File: src/rtl/msdap_tx_pkg.sv
// Purpose: shared types for the MSDAP serial transmitter (FSM states, sample pair).
// Latency: n/a (types and constants only).
// Backpressure: n/a.
package msdap_tx_pkg;

    localparam int MSDAP_WORD_W = 16;

    typedef enum logic [1:0] {
        IDLE,
        SHIFT,
        GAP
    } tx_state_t;

    typedef struct packed {
        logic [MSDAP_WORD_W-1:0] l;
        logic [MSDAP_WORD_W-1:0] r;
    } sample_pair_t;

endpackage

File: src/rtl/msdap_tx_fifo.sv
// Purpose: small synchronous FIFO of left/right sample pairs.
// Latency: a push is visible at head_dat / count after one DCLK edge.
// Backpressure: full blocks pushes; flush empties the FIFO and drops a same-cycle push/pop.
// Ports: DCLK/Reset_n clock and async active-low reset; push/push_dat write side;
//        pop/head_dat read side (head is valid whenever !empty); flush; full, empty, count.
module msdap_tx_fifo
    import msdap_tx_pkg::*;
#(
    parameter int DEPTH = 4
) (
    input  logic                     DCLK,
    input  logic                     Reset_n,
    input  logic                     push,
    input  sample_pair_t             push_dat,
    input  logic                     pop,
    input  logic                     flush,
    output sample_pair_t             head_dat,
    output logic                     full,
    output logic                     empty,
    output logic [$clog2(DEPTH):0]   count
);

    localparam int AW = $clog2(DEPTH);
    localparam int CW = AW + 1;

    sample_pair_t  mem [DEPTH];
    logic [AW-1:0] wr_ptr;
    logic [AW-1:0] rd_ptr;
    logic          do_push;
    logic          do_pop;

    assign full     = (count == CW'(DEPTH));
    assign empty    = (count == '0);
    assign head_dat = mem[rd_ptr];

    // flush wins over everything in its cycle
    assign do_push = push && !full && !flush;
    assign do_pop  = pop && !empty && !flush;

    always_ff @(posedge DCLK) begin
        if (do_push) begin
            mem[wr_ptr] <= push_dat;
        end
    end

    // DEPTH is a power of two, so the pointers wrap naturally
    always_ff @(posedge DCLK or negedge Reset_n) begin
        if (!Reset_n) begin
            wr_ptr <= '0;
            rd_ptr <= '0;
            count  <= '0;
        end else if (flush) begin
            wr_ptr <= '0;
            rd_ptr <= '0;
            count  <= '0;
        end else begin
            if (do_push) wr_ptr <= wr_ptr + AW'(1);
            if (do_pop)  rd_ptr <= rd_ptr + AW'(1);
            case ({do_push, do_pop})
                2'b10:   count <= count + CW'(1);
                2'b01:   count <= count - CW'(1);
                default: count <= count;
            endcase
        end
    end

endmodule

File: src/rtl/msdap_serial_tx.sv
// Purpose: buffers L/R sample pairs and sends them MSB first on Frame/InputL/InputR.
// Latency: pair pushed into an empty FIFO at edge k (idle, InReady=1) shows Frame after edge k+1.
// Backpressure: word_ready drops while the FIFO is full; InReady is honoured only at word boundaries.
// Ports: DCLK, Reset_n (async active-low); word_valid/word_ready/word_l/word_r host side;
//        flush; InReady; Frame/InputL/InputR serial line; busy, fifo_count, words_sent status.
//        WORD_W must equal MSDAP_WORD_W because the FIFO stores sample_pair_t.
module msdap_serial_tx
    import msdap_tx_pkg::*;
#(
    parameter int WORD_W     = 16,
    parameter int FIFO_DEPTH = 4,
    parameter int GAP_CYCLES = 0
) (
    input  logic                          DCLK,
    input  logic                          Reset_n,
    input  logic                          word_valid,
    output logic                          word_ready,
    input  logic [WORD_W-1:0]             word_l,
    input  logic [WORD_W-1:0]             word_r,
    input  logic                          flush,
    input  logic                          InReady,
    output logic                          Frame,
    output logic                          InputL,
    output logic                          InputR,
    output logic                          busy,
    output logic [$clog2(FIFO_DEPTH):0]   fifo_count,
    output logic [15:0]                   words_sent
);

    localparam int BW    = $clog2(WORD_W);
    localparam int GAP_W = (GAP_CYCLES > 1) ? $clog2(GAP_CYCLES) : 1;

    tx_state_t          state, state_nxt;
    logic [WORD_W-1:0]  shift_l, shift_l_nxt;
    logic [WORD_W-1:0]  shift_r, shift_r_nxt;
    logic [BW-1:0]      bit_cnt, bit_cnt_nxt;
    logic [GAP_W-1:0]   gap_cnt, gap_cnt_nxt;
    logic               frame_nxt, in_l_nxt, in_r_nxt;
    logic [15:0]        words_sent_nxt;

    sample_pair_t       head_dat;
    logic               fifo_full, fifo_empty;
    logic               pop, launch, launch_ok;

    msdap_tx_fifo #(
        .DEPTH (FIFO_DEPTH)
    ) u_fifo (
        .DCLK     (DCLK),
        .Reset_n  (Reset_n),
        .push     (word_valid),
        .push_dat ('{l: word_l, r: word_r}),
        .pop      (pop),
        .flush    (flush),
        .head_dat (head_dat),
        .full     (fifo_full),
        .empty    (fifo_empty),
        .count    (fifo_count)
    );

    assign word_ready = !fifo_full;
    assign busy       = (state != IDLE) || !fifo_empty;
    // a flush in the boundary cycle suppresses the launch so pop never races the discard
    assign launch_ok  = !fifo_empty && InReady && !flush;

    always_comb begin
        state_nxt      = state;
        shift_l_nxt    = shift_l;
        shift_r_nxt    = shift_r;
        bit_cnt_nxt    = bit_cnt;
        gap_cnt_nxt    = gap_cnt;
        words_sent_nxt = words_sent;
        frame_nxt      = 1'b0;
        in_l_nxt       = 1'b0;
        in_r_nxt       = 1'b0;
        launch         = 1'b0;

        case (state)
            IDLE: begin
                launch = launch_ok;
            end
            SHIFT: begin
                if (bit_cnt != '0) begin
                    // shift_l[WORD_W-1] is already on the line; present the next bit
                    shift_l_nxt = shift_l << 1;
                    shift_r_nxt = shift_r << 1;
                    in_l_nxt    = shift_l[WORD_W-2];
                    in_r_nxt    = shift_r[WORD_W-2];
                    bit_cnt_nxt = bit_cnt - BW'(1);
                end else begin
                    words_sent_nxt = words_sent + 16'd1;
                    if (GAP_CYCLES > 0) begin
                        state_nxt   = GAP;
                        gap_cnt_nxt = GAP_W'(GAP_CYCLES - 1);
                    end else if (launch_ok) begin
                        launch = 1'b1;
                    end else begin
                        state_nxt = IDLE;
                    end
                end
            end
            GAP: begin
                if (gap_cnt != '0) begin
                    gap_cnt_nxt = gap_cnt - GAP_W'(1);
                end else if (launch_ok) begin
                    launch = 1'b1;
                end else begin
                    state_nxt = IDLE;
                end
            end
            default: state_nxt = IDLE;
        endcase

        if (launch) begin
            shift_l_nxt = head_dat.l;
            shift_r_nxt = head_dat.r;
            frame_nxt   = 1'b1;
            in_l_nxt    = head_dat.l[WORD_W-1];
            in_r_nxt    = head_dat.r[WORD_W-1];
            bit_cnt_nxt = BW'(WORD_W - 1);
            state_nxt   = SHIFT;
        end
        pop = launch;
    end

    always_ff @(posedge DCLK or negedge Reset_n) begin
        if (!Reset_n) begin
            state      <= IDLE;
            shift_l    <= '0;
            shift_r    <= '0;
            bit_cnt    <= '0;
            gap_cnt    <= '0;
            Frame      <= 1'b0;
            InputL     <= 1'b0;
            InputR     <= 1'b0;
            words_sent <= '0;
        end else begin
            state      <= state_nxt;
            shift_l    <= shift_l_nxt;
            shift_r    <= shift_r_nxt;
            bit_cnt    <= bit_cnt_nxt;
            gap_cnt    <= gap_cnt_nxt;
            Frame      <= frame_nxt;
            InputL     <= in_l_nxt;
            InputR     <= in_r_nxt;
            words_sent <= words_sent_nxt;
        end
    end

endmodule

File: config.mk
export PLATFORM = sky130hd
export DESIGN_NAME = msdap_serial_tx
export DESIGN_NICKNAME = d
export VERILOG_FILES = /design/src/rtl/msdap_tx_pkg.sv /design/src/rtl/msdap_tx_fifo.sv /design/src/rtl/msdap_serial_tx.sv
export SDC_FILE = /design/constraint.sdc
export NUM_CORES = 1
export LEC_CHECK = 0
export CELL_PAD_IN_SITES_DETAIL_PLACEMENT = 0
export CELL_PAD_IN_SITES_GLOBAL_PLACEMENT = 1
export CORE_MARGIN = 3
export CORE_UTILIZATION = 45
export DETAILED_ROUTE_END_ITERATION = 10
export PLACE_DENSITY = 0.83
export SLEW_MARGIN = 20
export SYNTH_ARGS = -nofsm -noshare
export SYNTH_HDL_FRONTEND = slang
export SYNTH_HIERARCHICAL = 1
export SYNTH_SLANG_ARGS = --single-unit
export TNS_END_PERCENT = 100
File: constraint.sdc
create_clock -name DCLK -period 3.15 [get_ports DCLK]
set_input_delay 0.945 -clock DCLK [delete_from_list [all_inputs] [get_ports DCLK]]
set_output_delay 0.945 -clock DCLK [all_outputs]
set_load 0.01 [all_outputs]
==> metrics.txt <==
# TYPE chip_impl_metric gauge
chip_impl_info{name="status",value="completed"} 1
chip_impl_metric{name="timing.reg2reg.worst_path_depth",unit=""} 8
chip_impl_metric{name="floorplan.core_area",unit="um2"} 16640
chip_impl_metric{name="worst_hold_margin",unit="ps"} 463.4
chip_impl_metric{name="clock_tree.buffer_depth",unit=""} 2
chip_impl_metric{name="p_leak",unit="uW"} 0.003248
chip_impl_metric{name="synth_area",unit="um2"} 7699
chip_impl_metric{name="timing.max_slew.rel_slack",unit="%"} 53.82
chip_impl_metric{name="antenna-diode-count",unit=""} 0
chip_impl_metric{name="cp.arrival",unit="ps"} 1950
chip_impl_metric{name="worst_skew_pair.late_latency",unit="ps"} 430
chip_impl_metric{name="syn-instance-count",unit=""} 461
chip_impl_metric{name="vdd.ir_drop.worst",unit="V"} 0.0004715
chip_impl_metric{name="path_max_fanout",unit=""} 9
chip_impl_metric{name="die_height",unit="um"} 136.8
chip_impl_metric{name="drive_above_1_share",unit="%"} 17.25
chip_impl_metric{name="gp_congestion",unit=""} 0.7462
chip_impl_metric{name="grt_pass1_wl",unit="um"} 22820
chip_impl_metric{name="design_power_total",unit="uW"} 6004
chip_impl_metric{name="drt-initial-drc-count",unit=""} 286
chip_impl_metric{name="worst-slew-pin-transition",unit="ps"} 692.7
chip_impl_info{name="min_to",value="words_sent[15]"} 1
chip_impl_metric{name="holdBufCountCts",unit=""} 0
chip_impl_info{name="cts_tree",value="done"} 1
chip_impl_metric{name="final_nets",unit=""} 576
chip_impl_metric{name="hold-path-cell-count",unit=""} 1
chip_impl_metric{name="postRouteAntennaNets",unit=""} 0
chip_impl_metric{name="start_util",unit="%"} 46.26
chip_impl_info{name="ys.flop_type",value="sky130_fd_sc_hd__edfxtp_1"} 1
chip_impl_metric{name="global_route.overflow_total",unit=""} 0
chip_impl_metric{name="place.detailed.hpwl",unit="um"} 8577
chip_impl_info{name="rsz0062_at_grt",value="no"} 1
chip_impl_metric{name="fin_util",unit="%"} 55.29
chip_impl_metric{name="setup_viol_count_final",unit=""} 0
chip_impl_metric{name="report.final.slew_viol_count",unit=""} 0
chip_impl_metric{name="grt_max_degree",unit=""} 69
chip_impl_info{name="synth_common_cells",value="sky130_fd_sc_hd__edfxtp_1 (128), sky130_fd_sc_hd__dfrtp_1 (61), sky130_fd_sc_hd__nand2_1 (42), sky130_fd_sc_hd__mux4_2 (32), sky130_fd_sc_hd__o21ai_1 (30)"} 1
chip_impl_metric{name="route.detailed.drc",unit=""} 0
chip_impl_metric{name="ff2ff_setup_slack",unit="ps"} 630
chip_impl_metric{name="routed-via-count",unit=""} 4072
chip_impl_metric{name="yosys.area.top_type_share",unit="%"} 49.93
chip_impl_metric{name="synthArstFlopShare",unit="%"} 32.28
chip_impl_metric{name="number_of_buffers_inserted_during_clock_tree_synthesis",unit=""} 17
chip_impl_metric{name="drt-total-wl",unit="um"} 13860
chip_impl_metric{name="total_power_density_per_cell_area",unit="nW/um2"} 652.5
chip_impl_metric{name="yosysWarnings",unit=""} 6
chip_impl_info{name="critical_path_launch_point_type",value="flip-flop"} 1
chip_impl_info{name="worst-setup-path-type",value="flip-flop to primary output"} 1
chip_impl_metric{name="routed_wire_length_per_instance",unit="um"} 18.12
chip_impl_metric{name="skew",unit="ps"} 7.584
chip_impl_metric{name="avgSynthCellArea",unit="um2"} 16.70
chip_impl_info{name="hold_class",value="flip-flop to flip-flop"} 1
chip_impl_metric{name="die_area",unit="um2"} 18710
chip_impl_info{name="worstSetupEndpointType",value="primary output"} 1
chip_impl_metric{name="ioPinCount",unit=""} 61
chip_impl_metric{name="globalRouteTotalUtil",unit="%"} 16.18
chip_impl_metric{name="timing.max_cap.violations",unit=""} 0
chip_impl_info{name="cts.root.buffer_cell",value="sky130_fd_sc_hd__clkbuf_16"} 1
chip_impl_metric{name="clk_transition_reported_paths",unit="ps"} 70
chip_impl_metric{name="floorplan.rows",unit=""} 47
chip_impl_metric{name="layout-area-overhead-vs-synth",unit="%"} 19.52
chip_impl_metric{name="synth-edff-count",unit=""} 128
chip_impl_metric{name="setup-tns-final",unit="ps"} 0
chip_impl_metric{name="antenna_found_initial",unit=""} 0
chip_impl_metric{name="cp.required",unit="ps"} 2200
chip_impl_metric{name="place.port_buffers",unit=""} 60
chip_impl_metric{name="synth_nets",unit=""} 505
chip_impl_metric{name="finalHoldViolCount",unit=""} 0
chip_impl_info{name="yosysTopAreaCell",value="sky130_fd_sc_hd__edfxtp_1"} 1
chip_impl_metric{name="h_tree_lvls",unit=""} 4
chip_impl_metric{name="timing.final.crit_period",unit="ps"} 2899
chip_impl_metric{name="synth.ff_latch_count",unit=""} 189
chip_impl_metric{name="synth.lib_cells_used.distinct",unit=""} 45
chip_impl_metric{name="final.period_utilization",unit="%"} 92.04
chip_impl_info{name="min-delay-start",value="words_sent[15]"} 1
chip_impl_metric{name="chipWidth",unit="um"} 136.8
chip_impl_metric{name="post_drt_via_cell_ratio",unit=""} 5.323
chip_impl_metric{name="max_freq",unit="MHz"} 344.9
chip_impl_metric{name="numClockSinks",unit=""} 189
chip_impl_metric{name="synth_seq_area_share",unit="%"} 69.75
chip_impl_metric{name="pre_repair_dr_iteration_count",unit=""} 4
chip_impl_info{name="end_of_the_worst_register_to_register_path",value="u_fifo/count[1]"} 1
chip_impl_info{name="crit-reg2reg-launch",value="u_fifo/count[0]"} 1
chip_impl_info{name="synth.top_cells.by_area",value="sky130_fd_sc_hd__edfxtp_1 (50%), sky130_fd_sc_hd__dfrtp_1 (20%), sky130_fd_sc_hd__mux4_2 (9.4%), sky130_fd_sc_hd__mux2i_1 (3.8%), sky130_fd_sc_hd__nand2_1 (2.0%)"} 1
chip_impl_metric{name="first_global_vias",unit=""} 4271
chip_impl_info{name="synth_most_common_cell",value="sky130_fd_sc_hd__edfxtp_1"} 1
[through the flow]
stage,setup WS (ps),instances,cell area (um2)
2_1_floorplan,309.8,461,7699
3_3_place_gp,58.41,733,8593
3_5_place_dp,-18.24,733,8593
4_1_cts,94.65,765,9195
5_1_grt,114.4,765,9201
6_report,250.7,765,9201
[final cells by class]
| cell class | instances | area (um2) |
|---|---|---|
| fillers | 1291 | 7441 |
| flip-flops and latches | 189 | 5371 |
| multi-input cells | 239 | 2150 |
| repair buffers | 77 | 773.2 |
| clock buffers | 17 | 425.4 |
| well taps | 220 | 275.3 |
| clock inverters | 15 | 176.4 |
| inverters | 8 | 30.03 |
[power by group]
group | internal [uW] | switching [uW]
sequential | 2880 | 151
combinational | 359 | 447
clock | 1200 | 961
[cells in the final DEF (no fill, tap or decap), types with 3 or more instances in the layout]
cell / count
sky130_fd_sc_hd__nand3_1: 6
sky130_fd_sc_hd__nand4_1: 5
sky130_fd_sc_hd__mux4_2: 32
sky130_fd_sc_hd__dfrtp_1: 60
sky130_fd_sc_hd__clkdlybuf4s50_1: 59
sky130_fd_sc_hd__clkbuf_16: 17
sky130_fd_sc_hd__inv_1: 8
sky130_fd_sc_hd__nand2_1: 42
sky130_fd_sc_hd__inv_8: 4
sky130_fd_sc_hd__nor3_1: 4
sky130_fd_sc_hd__nor2_1: 16
sky130_fd_sc_hd__buf_12: 4
sky130_fd_sc_hd__and2_1: 5
sky130_fd_sc_hd__buf_4: 13
sky130_fd_sc_hd__o21ai_1: 30
sky130_fd_sc_hd__inv_6: 4
sky130_fd_sc_hd__a21oi_1: 7
sky130_fd_sc_hd__mux2i_1: 29
sky130_fd_sc_hd__edfxtp_1: 128
sky130_fd_sc_hd__ha_1: 6
sky130_fd_sc_hd__xor2_1: 11
sky130_fd_sc_hd__o21ai_0: 3
sky130_fd_sc_hd__xnor2_1: 11
[worst max path at each step]
| stage | slack [ps] | cells after the start | startpoint | to |
|---|---|---|---|---|
| after floorplan | 310 | 9 | flush | u_fifo/count[1] |
| after global placement | 60 | 8 | InReady | u_fifo/count[1] |
| after detailed placement | -20 | 8 | InReady | u_fifo/count[1] |
| after CTS | 90 | 3 | u_fifo/count[1] | busy |
| after global routing | 110 | 3 | u_fifo/count[1] | busy |
| final | 250 | 3 | u_fifo/count[1] | busy |
[worst max-delay path, cell delays in order (launching register included)]
cell and delay [ps]:
sky130_fd_sc_hd__dfrtp_1 520, sky130_fd_sc_hd__nor3_4 370, sky130_fd_sc_hd__nand2b_1 140, sky130_fd_sc_hd__clkdlybuf4s50_1 490
[kinds of logic (layout without fill, tap and decap cells)]
logic type	Yosys count	in the layout	share of synthesized area (%)
simple gates	100	100	7.086
fa+ha+maj	7	7	1.235
flops	189	189	69.75
buf+inv	33	117	2.503
xor+xnor	22	22	2.503
mux	62	62	13.28
compound gates	48	48	3.641
[registers in the layout, indices dropped and copies added (netlist names)]
signal         count
u_fifo/wr_ptr      2
Frame              1
shift_r           15
u_fifo/count       3
words_sent        16
bit_cnt            4
u_fifo/rd_ptr      2
InputR             1
shift_l           15
u_fifo/mem       128
state              1
InputL             1
[routing by layer]
layer	wire length, um	vias up	GRT usage [%]
met3	584	10	4.265
li1	-	1878	-
met4	110	0	4.157
met1	6150	2092	21.77
met2	7016	92	26.48
met5	0	-	0
[repair_timing]
item	in CTS	in global routing
resized for setup	0	1
setup endpoints to repair	0	1
buffers inserted	0	0
Note: power is estimated with default switching activity, not from simulation.
